### src/rtl/synth_bus_pkg.sv
// Shared types, constants and helpers for the synth parameter bus arbiter.
package synth_bus_pkg;

  localparam int NUM_PAGES = 5;
  localparam int CH_W      = 4;

  typedef enum logic [2:0] {
    PG_ENV = 3'd0,
    PG_OSC = 3'd1,
    PG_M1  = 3'd2,
    PG_M2  = 3'd3,
    PG_COM = 3'd4
  } page_t;

  typedef enum logic [1:0] {
    IDLE,
    ISSUE,
    RDWAIT,
    DONE
  } state_t;

  // Index width for n items, never less than one bit.
  function automatic int clogb2(input int n);
    int r;
    r = 1;
    for (int i = 1; i < 31; i++) begin
      if ((1 << i) < n) r = i + 1;
    end
    return r;
  endfunction

  // Pages 5..7 decode to no select bit at all.
  function automatic logic [NUM_PAGES-1:0] page_onehot(input logic [2:0] pg);
    logic [NUM_PAGES-1:0] oh;
    oh = '0;
    for (int i = 0; i < NUM_PAGES; i++) begin
      if (pg == 3'(i)) oh[i] = 1'b1;
    end
    return oh;
  endfunction

  function automatic logic page_valid(input logic [2:0] pg);
    return pg < 3'(NUM_PAGES);
  endfunction

endpackage

### src/rtl/synth_com_regs.sv
// Multi-timbral MIDI channel register bank living in the common page.
// Part p resets to channel p mod 16.
module synth_com_regs
  import synth_bus_pkg::*;
#(
  parameter int PARTS  = 4,
  parameter int PART_W = clogb2(PARTS)
) (
  input  logic                  data_clk,
  input  logic                  reset,
  input  logic                  wr_en,
  input  logic [PART_W-1:0]     wr_part,
  input  logic [CH_W-1:0]       wr_data,
  input  logic [PART_W-1:0]     rd_part,
  output logic [CH_W-1:0]       rd_data,
  output logic [CH_W*PARTS-1:0] midi_ch
);

  logic [CH_W-1:0] ch_q [PARTS];

  // Channel bank: reset defaults, single write port.
  always_ff @(posedge data_clk or posedge reset) begin
    if (reset) begin
      for (int p = 0; p < PARTS; p++) ch_q[p] <= CH_W'(p % 16);
    end else if (wr_en && (int'(wr_part) < PARTS)) begin
      ch_q[wr_part] <= wr_data;
    end
  end

  // Read mux, zero for a part index beyond the bank.
  always_comb begin
    rd_data = '0;
    if (int'(rd_part) < PARTS) rd_data = ch_q[rd_part];
  end

  for (genvar p = 0; p < PARTS; p++) begin : g_ch
    assign midi_ch[CH_W*p +: CH_W] = ch_q[p];
  end

endmodule

### src/rtl/synth_bus_arbiter.sv
// Arbitrates the synth parameter bus between the CPU slave port and the
// MIDI decoder port, and owns the common-page MIDI channel bank.
// Optional build macro SYNTH_BUS_RR_ARB_EN: round-robin arbitration
// (last-served master loses on contention). Default: decoder has priority.
module synth_bus_arbiter
  import synth_bus_pkg::*;
#(
  parameter int ADDR_W   = 7,
  parameter int DATA_W   = 8,
  parameter int PARTS    = 4,
  parameter int PART_W   = clogb2(PARTS),
  parameter int COM_BASE = 2,
  parameter int RD_LAT   = 1
) (
  input  logic                  data_clk,
  input  logic                  reset,
  input  logic                  cpu_write,
  input  logic                  cpu_read,
  input  logic [ADDR_W+2:0]     cpu_addr,
  input  logic [31:0]           cpu_wdata,
  output logic [31:0]           cpu_rdata,
  output logic                  cpu_waitrequest,
  output logic                  cpu_rdvalid,
  input  logic                  dec_valid,
  input  logic                  dec_write,
  input  logic [2:0]            dec_page,
  input  logic [ADDR_W-1:0]     dec_addr,
  input  logic [DATA_W-1:0]     dec_wdata,
  output logic                  dec_ready,
  output logic [DATA_W-1:0]     dec_rdata,
  output logic [NUM_PAGES-1:0]  bus_sel,
  output logic [ADDR_W-1:0]     bus_adr,
  output logic                  bus_write,
  output logic                  bus_read,
  output logic [DATA_W-1:0]     bus_wdata,
  input  logic [DATA_W-1:0]     bus_rdata,
  output logic                  syx_out,
  output logic [CH_W*PARTS-1:0] midi_ch
);

  localparam logic [ADDR_W-1:0] COM_LO = ADDR_W'(COM_BASE);
  localparam logic [ADDR_W-1:0] COM_HI = ADDR_W'(COM_BASE + PARTS);

  state_t              state_q;
  logic                cpu_done;
  logic                own_dec_q;
  logic                wr_q;
  logic [2:0]          page_q;
  logic [ADDR_W-1:0]   adr_q;
  logic [DATA_W-1:0]   wdata_q;
  logic [1:0]          cnt_q;

  logic                cpu_req;
  logic                pref_dec;
  logic                grant_dec;
  logic                grant_cpu;
  logic [2:0]          req_page;
  logic [ADDR_W-1:0]   req_adr;
  logic [DATA_W-1:0]   req_wdata;
  logic                req_wr;

  logic                com_hit;
  logic [PART_W-1:0]   com_part;
  logic [CH_W-1:0]     com_rd;
  logic                com_wr_en;
  logic [DATA_W-1:0]   rd_val;
  logic                unused_cpu_wdata;

  assign unused_cpu_wdata = ^cpu_wdata[31:DATA_W];

  // A CPU request with both read and write high is a write.
  assign cpu_req         = cpu_read | cpu_write;
  assign cpu_waitrequest = cpu_req & ~cpu_done;

  assign grant_dec = dec_valid & (~cpu_req | pref_dec);
  assign grant_cpu = cpu_req & ~grant_dec;

`ifdef SYNTH_BUS_RR_ARB_EN
  // Round-robin pointer: the master just granted loses the next tie.
  always_ff @(posedge data_clk or posedge reset) begin
    if (reset) begin
      pref_dec <= 1'b1;
    end else if (state_q == IDLE && (grant_dec || grant_cpu)) begin
      pref_dec <= ~grant_dec;
    end
  end
`else
  assign pref_dec = 1'b1;
`endif

  // Request mux feeding the transaction latch.
  always_comb begin
    req_page  = cpu_addr[ADDR_W+2:ADDR_W];
    req_adr   = cpu_addr[ADDR_W-1:0];
    req_wdata = cpu_wdata[DATA_W-1:0];
    req_wr    = cpu_write;
    if (grant_dec) begin
      req_page  = dec_page;
      req_adr   = dec_addr;
      req_wdata = dec_wdata;
      req_wr    = dec_write;
    end
  end

  assign com_hit   = (page_q == PG_COM) && (adr_q >= COM_LO) && (adr_q < COM_HI);
  assign com_part  = PART_W'(adr_q - COM_LO);
  assign com_wr_en = (state_q == ISSUE) && wr_q && com_hit;

  // Read return: invalid page reads zero, channel registers shadow the bus.
  always_comb begin
    rd_val = bus_rdata;
    if (!page_valid(page_q)) rd_val = '0;
    else if (com_hit)        rd_val = DATA_W'(com_rd);
  end

  synth_com_regs #(
    .PARTS  (PARTS),
    .PART_W (PART_W)
  ) u_com_regs (
    .data_clk (data_clk),
    .reset    (reset),
    .wr_en    (com_wr_en),
    .wr_part  (com_part),
    .wr_data  (wdata_q[CH_W-1:0]),
    .rd_part  (com_part),
    .rd_data  (com_rd),
    .midi_ch  (midi_ch)
  );

  // Transaction FSM with registered bus strobes and completion pulses.
  always_ff @(posedge data_clk or posedge reset) begin
    if (reset) begin
      state_q     <= IDLE;
      cpu_done    <= 1'b0;
      own_dec_q   <= 1'b0;
      wr_q        <= 1'b0;
      page_q      <= '0;
      adr_q       <= '0;
      wdata_q     <= '0;
      cnt_q       <= '0;
      cpu_rdata   <= '0;
      cpu_rdvalid <= 1'b0;
      dec_ready   <= 1'b0;
      dec_rdata   <= '0;
      bus_sel     <= '0;
      bus_adr     <= '0;
      bus_write   <= 1'b0;
      bus_read    <= 1'b0;
      bus_wdata   <= '0;
      syx_out     <= 1'b0;
    end else begin
      unique case (state_q)
        IDLE: begin
          if (grant_dec || grant_cpu) begin
            state_q   <= ISSUE;
            own_dec_q <= grant_dec;
            syx_out   <= grant_dec;
            page_q    <= req_page;
            adr_q     <= req_adr;
            wdata_q   <= req_wdata;
            wr_q      <= req_wr;
            bus_sel   <= page_onehot(req_page);
            bus_adr   <= req_adr;
            bus_wdata <= req_wdata;
            bus_write <= req_wr & page_valid(req_page);
            bus_read  <= ~req_wr & page_valid(req_page);
          end
        end
        ISSUE: begin
          bus_sel   <= '0;
          bus_write <= 1'b0;
          bus_read  <= 1'b0;
          if (wr_q) begin
            state_q   <= DONE;
            cpu_done  <= ~own_dec_q;
            dec_ready <= own_dec_q;
          end else begin
            state_q <= RDWAIT;
            cnt_q   <= 2'(RD_LAT - 1);
          end
        end
        RDWAIT: begin
          if (cnt_q == 2'd0) begin
            state_q <= DONE;
            if (own_dec_q) begin
              dec_rdata <= rd_val;
              dec_ready <= 1'b1;
            end else begin
              cpu_rdata   <= 32'(rd_val);
              cpu_done    <= 1'b1;
              cpu_rdvalid <= 1'b1;
            end
          end else begin
            cnt_q <= cnt_q - 2'd1;
          end
        end
        DONE: begin
          state_q     <= IDLE;
          cpu_done    <= 1'b0;
          cpu_rdvalid <= 1'b0;
          dec_ready   <= 1'b0;
          syx_out     <= 1'b0;
          own_dec_q   <= 1'b0;
        end
        default: state_q <= IDLE;
      endcase
    end
  end

endmodule

### config.mk
export PLATFORM = sky130hd
export DESIGN_NAME = synth_bus_arbiter
export DESIGN_NICKNAME = d
export VERILOG_FILES = /design/src/rtl/synth_bus_pkg.sv /design/src/rtl/synth_com_regs.sv /design/src/rtl/synth_bus_arbiter.sv
export SDC_FILE = /design/constraint.sdc
export NUM_CORES = 1
export LEC_CHECK = 0
export CORE_UTILIZATION = 38
export CTS_CLUSTER_DIAMETER = 100
export DETAILED_ROUTE_END_ITERATION = 12
export GPL_TIMING_DRIVEN = 0
export PLACE_DENSITY_LB_ADDON = 0.08
export SLEW_MARGIN = 25
export SYNTH_ARGS = -nofsm -noshare
export SYNTH_HDL_FRONTEND = slang
export SYNTH_SLANG_ARGS = --single-unit
### constraint.sdc
create_clock -name data_clk -period 2.15 [get_ports data_clk]
set_input_delay 0.43 -clock data_clk [delete_from_list [all_inputs] [get_ports data_clk]]
set_output_delay 0.43 -clock data_clk [all_outputs]
set_load 0.02 [all_outputs]
==> run_results.csv, run 1 <==
group,metric,value,unit
outcome,outcome,"completed",
synthesis,synth_top_area_share,0.456,
final_layout,n_fill_cell,804,
synthesis,synthArstFlopShare,1.00,
flow_run,maxCapViolCount,0,
placed_design,portBuffers,106,
floorplanning,core,8680,um2
route,vias,2638,
route,drtIter0Drc,111,
synthesis,synth.distinct_cells,43,
timing,skew,0.00880,ns
pwr,power.total,5.80,mW
synthesis,yosysWarnings,0,
timing,period_needed,1.97,ns
setup_path,worstSetupPathType,"reg -> reg",
global_route,grt_util_met3,0.0448,
pwr,total_leakage_power,2.30,nW
final_layout,n_antenna_cell,0,
global_route,grtUsageMet2,0.270,
timing,slew_viol_final,0,
timing,period_share,0.917,
floorplanning,fp.dieW,96.6,um
cts,htreeDepth,3,
synthesis,synth_area_per_cell,11.5,um2
synthesis,syn_area,3400,um2
global_route,globalRouteMet1Util,0.236,
placed_design,place_area,4710,um2
final_layout,fin_nets,519,
global_route,grt_max_degree,54,
cts,clk_latency,0.34,ns
timing,layout_setup_ws,0.179,ns
placed_design,gp_congestion,0.763,
route,remaining_drc_errors,0,
global_route,busiest_layer,"met2",
synthesis,synth-edff-count,0,
final_layout,multi_input_area,1540,um2
setup_path,endpoint_kind,"flop",
setup_path,startpoint_type,"flop",
global_route,antenna_found_initial,0,
final_layout,final_core_util,0.567,
setup_path,required,2.37,ns
final_layout,drive_gt1_frac,0.187,
setup_path,cp_max_fo,8,
final_layout,final_area,4920,um2
final_layout,area_growth,44.6,%
placed_design,hpwlAfterDp,5780,um
pwr,p_per_area,1180,nW/um2
cts,cts_tree,"done",
cts,clockBufferDepth,2,
cts,cts_root_buf,"clkbuf_8",
min_path,hold_class,"in -> async",
route,first_pass_iters,4,
synthesis,synth-seq-cells,66,
timing,fmax,507,MHz
cts,clock_sinks,66,
route,ant_nets,0,
floorplanning,row_count,34,
cts,clk_pin_slew,0.07,ns
final_layout,ff_latch_area,1660,um2
cts,cts_buffers,9,
synthesis,syn-instance-count,297,
synthesis,synth_area_leaders,"dfrtp_1 46%, mux2i_1 7.4%, buf_4 5.3%",
global_route,gr-total-overflow,0,
synthesis,synthFlopType,"dfrtp_1",
placed_design,dp_slack,-0.134,ns
floorplanning,start_util,0.392,
setup_path,arrival,2.20,ns
pwr,irDropWorstVdd,0.000531,V
timing,setup_viol,0,
timing,hold_violations,0,
global_route,grt_pass1_wl,13100,um
route,wl_per_cell,14.0,um
timing,rsz0062_at_grt,"false",
synthesis,synth_top_cell_by_area,"dfrtp_1",
global_route,grt_pass1_vias,2624,
floorplanning,top_level_ports,156,
synthesis,ys_seq_area_frac,0.487,
route,avgViaCountPerCell,4.78,
global_route,track_usage,0.175,
floorplanning,fp.dieArea,9340,um2
floorplanning,die_h,96.6,um
route,wl,7740,um
-- what timing repair did --
item,4_1_cts,5_1_grt
gates resized for setup,3,2
setup buffers,2,0
gates cloned,0,0
pin swaps,2,0
endpoints found under the setup margin,17,9
hold buffers,0,0
-- synthesized netlist by cell type, drive strengths merged (2+ instances only) --
| cell type | number |
|---|---|
| o21ai | 35 |
| o41ai | 2 |
| nor4 | 2 |
| nor3 | 4 |
| nand2b | 3 |
| buf | 32 |
| inv | 13 |
| a21oi | 3 |
| a22o | 14 |
| nor2 | 6 |
| dfstp | 4 |
| nand2 | 35 |
| a21boi | 3 |
| clkbuf | 5 |
| mux2 | 17 |
| ha | 6 |
| mux4 | 4 |
| dfrtp | 62 |
| nand3 | 2 |
| o31ai | 4 |
| mux2i | 25 |
-- logic make-up after synthesis --
kind of cell | Yosys count | synth area share
AOI/OAI and AO/OA | 67 | 0.132
adders and majority gates | 6 | 0.0221
muxes | 46 | 0.161
buffers and inverters | 50 | 0.0883
DFF | 66 | 0.487
xor gates and xnor gates | 1 | 0.00478
and+or+nand+nor | 60 | 0.104
other | 1 | 0.00110
-- state kept, by name (all words and copies together) (netlist names) --
signal / cells
page_q: 3
cnt_q: 2
dec_rdata: 8
adr_q: 7
cpu_rdvalid: 1
u_com_regs.midi_ch: 16
state_q: 2
cpu_rdata: 8
cpu_done: 1
bus_read: 1
bus_write: 1
dec_ready: 1
bus_sel: 5
own_dec_q: 1
wr_q: 1
wdata_q: 8
-- worst max-delay path, cell delays in order (launching register included) --
cell,delay [ns]
dfrtp_1,0.44
inv_1,0.18
ha_2,0.32
nand2_2,0.15
nor4b_4,0.26
buf_4,0.18
mux2_2,0.33
-- cell usage in the layout, fill, tap and decap left out, types with 3 or more instances in the layout --
master and count:
clkbuf_8 12, o21ai_0 35, inv_1 12, clkdlybuf4s50_1 105
buf_4 26, ha_1 5, nor3_1 4, nand2b_1 3
dfrtp_1 62, conb_1 24, a21oi_1 3, o31ai_1 3
mux2_2 16, mux4_1 4, a22o_1 14, dfstp_2 4
clkbuf_1 6, mux2i_1 25, nor2_1 5, nand2_1 34
buf_2 6
-- per-layer routing --
| metal | routed length, um | vias to the layer above |
|---|---|---|
| met5 | 0 | - |
| li1 | - | 1295 |
| met2 | 3530 | 90 |
| met4 | 128 | 0 |
| met3 | 464 | 11 |
| met1 | 3610 | 1242 |
-- worst paths after layout --
check | to | cells after the start | slack, ns | from
worst max-delay path | u_com_regs.midi_ch[15] | 6 | 0.18 | state_q[1]
worst min-delay path | cpu_rdata[6] | 2 | 0.36 | reset
worst max register to register | u_com_regs.midi_ch[15] | 6 | 0.18 | state_q[1]
worst min register to register | dec_rdata[2] | 2 | 0.48 | dec_rdata[2]
max in group asynchronous | u_com_regs.midi_ch[13] | 3 | 1.21 | reset
min in group data_clk | dec_rdata[2] | 2 | 0.48 | dec_rdata[2]
-- where the power goes --
| group | total, mW | internal [mW] | switching, mW |
|---|---|---|---|
| Sequential | 2.04 | 1.69 | 0.354 |
| Clock | 0.976 | 0.511 | 0.465 |
| Combinational | 2.79 | 1.30 | 1.49 |
| Total | 5.80 | 3.50 | 2.30 |
-- metrics by stage --
| step | hold slack, ns | instances | setup TNS [ns] |
|---|---|---|---|
| finish | 0.363 | 552 | 0 |
| global route | 0.377 | 552 | 0 |
| CTS | 0.360 | 552 | 0 |
| detailed placement | 0.466 | 535 | -0.762 |
| global placement | 0.462 | 534 | -75.24 |
| floorplan | 0.457 | 320 | 0 |
-- area by class of cell --
cell class,instances,share of cell area
plain buffers,36,0.0504
clock buffers,14,0.0351
clock inverters,2,0.00203
flip-flops and latches,66,0.337
multi-input cells,204,0.314
inverters,13,0.0104
well taps,108,0.0275
repair buffers,109,0.224
(Power assumes the default switching activity.)
==> run 2: changes to the inputs <==
--- a/config.mk
+++ b/config.mk
@@ -10,7 +10,6 @@
 export DETAILED_ROUTE_END_ITERATION = 12
 export GPL_TIMING_DRIVEN = 0
 export PLACE_DENSITY_LB_ADDON = 0.08
-export SLEW_MARGIN = 25
 export SYNTH_ARGS = -nofsm -noshare
 export SYNTH_HDL_FRONTEND = slang
 export SYNTH_SLANG_ARGS = --single-unit
==> run 2 against run 1 <==
Against the previous run:
- register-to-register slack worse by 0.04 ns
- final area down 0.48%
- sequential share of layout area grew 0.16 points
- clock skew up 0.0015 ns
- final cell count grew 0.18%
- core utilization shrank 0.27 points
- wire length grew 1.0%
- largest cell class unchanged
- largest power group unchanged
==> run_results.csv, run 2 (synthesized netlist as in run 1, its figures left out) <==
group,metric,value,unit
pwr,irDropWorstVdd,0.000524,V
setup_path,cpMaxStageDelayCell,"dfrtp_1",
floorplanning,row_count,34,
placed_design,place_area,4690,um2
final_layout,drive_gt1_frac,0.187,
cts,cts_root_buf,"clkbuf_8",
cts,clk_latency,0.34,ns
route,ant_nets,0,
setup_path,crit_buf_inv,2,
final_layout,n_antenna_cell,0,
floorplanning,fp.dieW,96.6,um
final_layout,largest_register_ff_count,16,
global_route,grt_pass1_vias,2585,
cts,htreeDepth,3,
timing,fmax,498,MHz
min_path,min_path_cells,2,
final_layout,ff_latch_area,1660,um2
setup_path,required,2.43,ns
setup_path,cp_max_fo,10,
final_layout,multi_input_area,1540,um2
timing,period_needed,2.01,ns
outcome,outcome,"completed",
global_route,gr-total-overflow,0,
placed_design,hpwlAfterDp,5700,um
pwr,total_leakage_power,2.30,nW
min_path,hold_class,"reg -> reg",
floorplanning,fp.dieArea,9340,um2
setup_path,arrival,2.29,ns
pwr,p_per_area,1180,nW/um2
route,drtIter0Drc,94,
setup_path,crit_chain,"inv_1 -> ha_1 -> buf_2 -> nand3_2 -> nand2b_1 -> nor2_1 -> a22o_1",
setup_path,worstSetupPathType,"reg -> reg",
floorplanning,core,8680,um2
final_layout,instances_no_fill,553,
timing,setup_tns,0,ns
flow_run,maxCapViolCount,0,
setup_path,startpoint_type,"flop",
floorplanning,top_level_ports,156,
route,remaining_drc_errors,0,
setup_path,endpoint_kind,"flop",
route,dr_wl_met2,3620,um
cts,clock_sinks,66,
timing,setup_viol,0,
timing,slew_viol_final,0,
route,dr_wl_met3,547,um
setup_path,worst-path-stages,7,
timing,worstMarginPinSlew,0.844,ns
final_layout,final_cell_mix,"105 x clkdlybuf4s50_1, 62 x dfrtp_1, 35 x o21ai_0",
route,met1_length,3570,um
timing,skew,0.0103,ns
timing,rsz0062_at_grt,"false",
final_layout,fin_nets,520,
route,avgViaCountPerCell,4.78,
final_layout,area_growth,43.9,%
placed_design,portBuffers,106,
final_layout,n_fill_cell,806,
cts,cts_buffers,9,
placed_design,dp_cells,534,
setup_path,rr_worst_depth,7,
route,first_pass_iters,4,
cts,cts_tree,"done",
cts,clk_pin_slew,0.07,ns
timing,slew_headroom,0.437,
cts,clockBufferDepth,2,
global_route,grt_max_degree,67,
setup_path,path_delay_family,"simple AND/OR/NAND/NOR gates",
global_route,track_usage,0.174,
placed_design,gp_congestion,0.763,
final_layout,layout_commonest_cell,"clkdlybuf4s50_1",
pwr,power.total,5.79,mW
floorplanning,start_util,0.392,
timing,period_share,0.934,
final_layout,final_area,4900,um2
setup_path,slowest_delay,0.42,ns
route,wl,7810,um
global_route,antenna_found_initial,0,
route,wl_per_cell,14.1,um
global_route,grt_pass1_wl,12900,um
route,top_layer,"met4",
floorplanning,die_h,96.6,um
timing,hold_violations,0,
route,vias,2643,
run 2: changes by cell type in the layout (fill, tap and decap cells not counted):
cell | previous run | this run
buf_16 | 1 | 0
buf_4 | 26 | 28
clkbuf_8 | 12 | 11
clkinv_2 | 2 | 3
nor2_1 | 5 | 6
nor2_2 | 1 | 0
run 2: worst paths after layout:
check,start,slack (ns),end
max,state_q[0],0.14,dec_rdata[7]
min,dec_rdata[2],0.48,dec_rdata[2]
max reg2reg,state_q[0],0.14,dec_rdata[7]
min reg2reg,dec_rdata[2],0.48,dec_rdata[2]
max in group asynchronous,reset,0.98,adr_q[6]
min in group asynchronous,reset,0.58,cpu_rdata[6]
run 2: metal layers:
metal | up-vias | track usage
met2 | 97 | 0.269
met3 | 7 | 0.0542
met1 | 1242 | 0.232
met5 | - | 0
met4 | 0 | 0.0551
li1 | 1297 | -
run 2: metrics by stage:
stage | hold slack (ns) | worst slack (ns) | util
floorplan | 0.457 | 0.0718 | -
global placement | 0.462 | -1.18 | 0.540
detailed placement | 0.470 | -0.129 | 0.540
CTS | 0.486 | 0.000463 | 0.561
global route | 0.518 | 0.00768 | 0.564
finish | 0.479 | 0.142 | 0.564
run 2: timing repair:
| item | CTS | global route |
|---|---|---|
| pin swaps | 1 | 1 |
| buffers inserted | 1 | 3 |
| hold buffers | 0 | 0 |
| setup endpoints to repair | 9 | 16 |
| gates resized for setup | 2 | 2 |
| hold endpoints to repair | 0 | 0 |
run 2: where the power goes:
part | switching (mW) | internal (mW)
registers | 0.358 | 1.69
clock network | 0.461 | 0.477
logic | 1.49 | 1.32
total | 2.31 | 3.48
run 2: area by class of cell:
| cell class | instances | area share |
|---|---|---|
| repair buffers | 110 | 0.223 |
| clock buffers | 13 | 0.0325 |
| clock inverters | 3 | 0.00307 |
| inverters | 13 | 0.0105 |
| well taps | 108 | 0.0276 |
| flip-flops and latches | 66 | 0.338 |
| plain buffers | 36 | 0.0506 |
| multi-input cells | 204 | 0.315 |
run 2: tightest hold or removal path: stages, from the launching register on:
cell,delay [ns]
dfrtp_1,0.35
nand2_1,0.04
o21ai_0,0.06
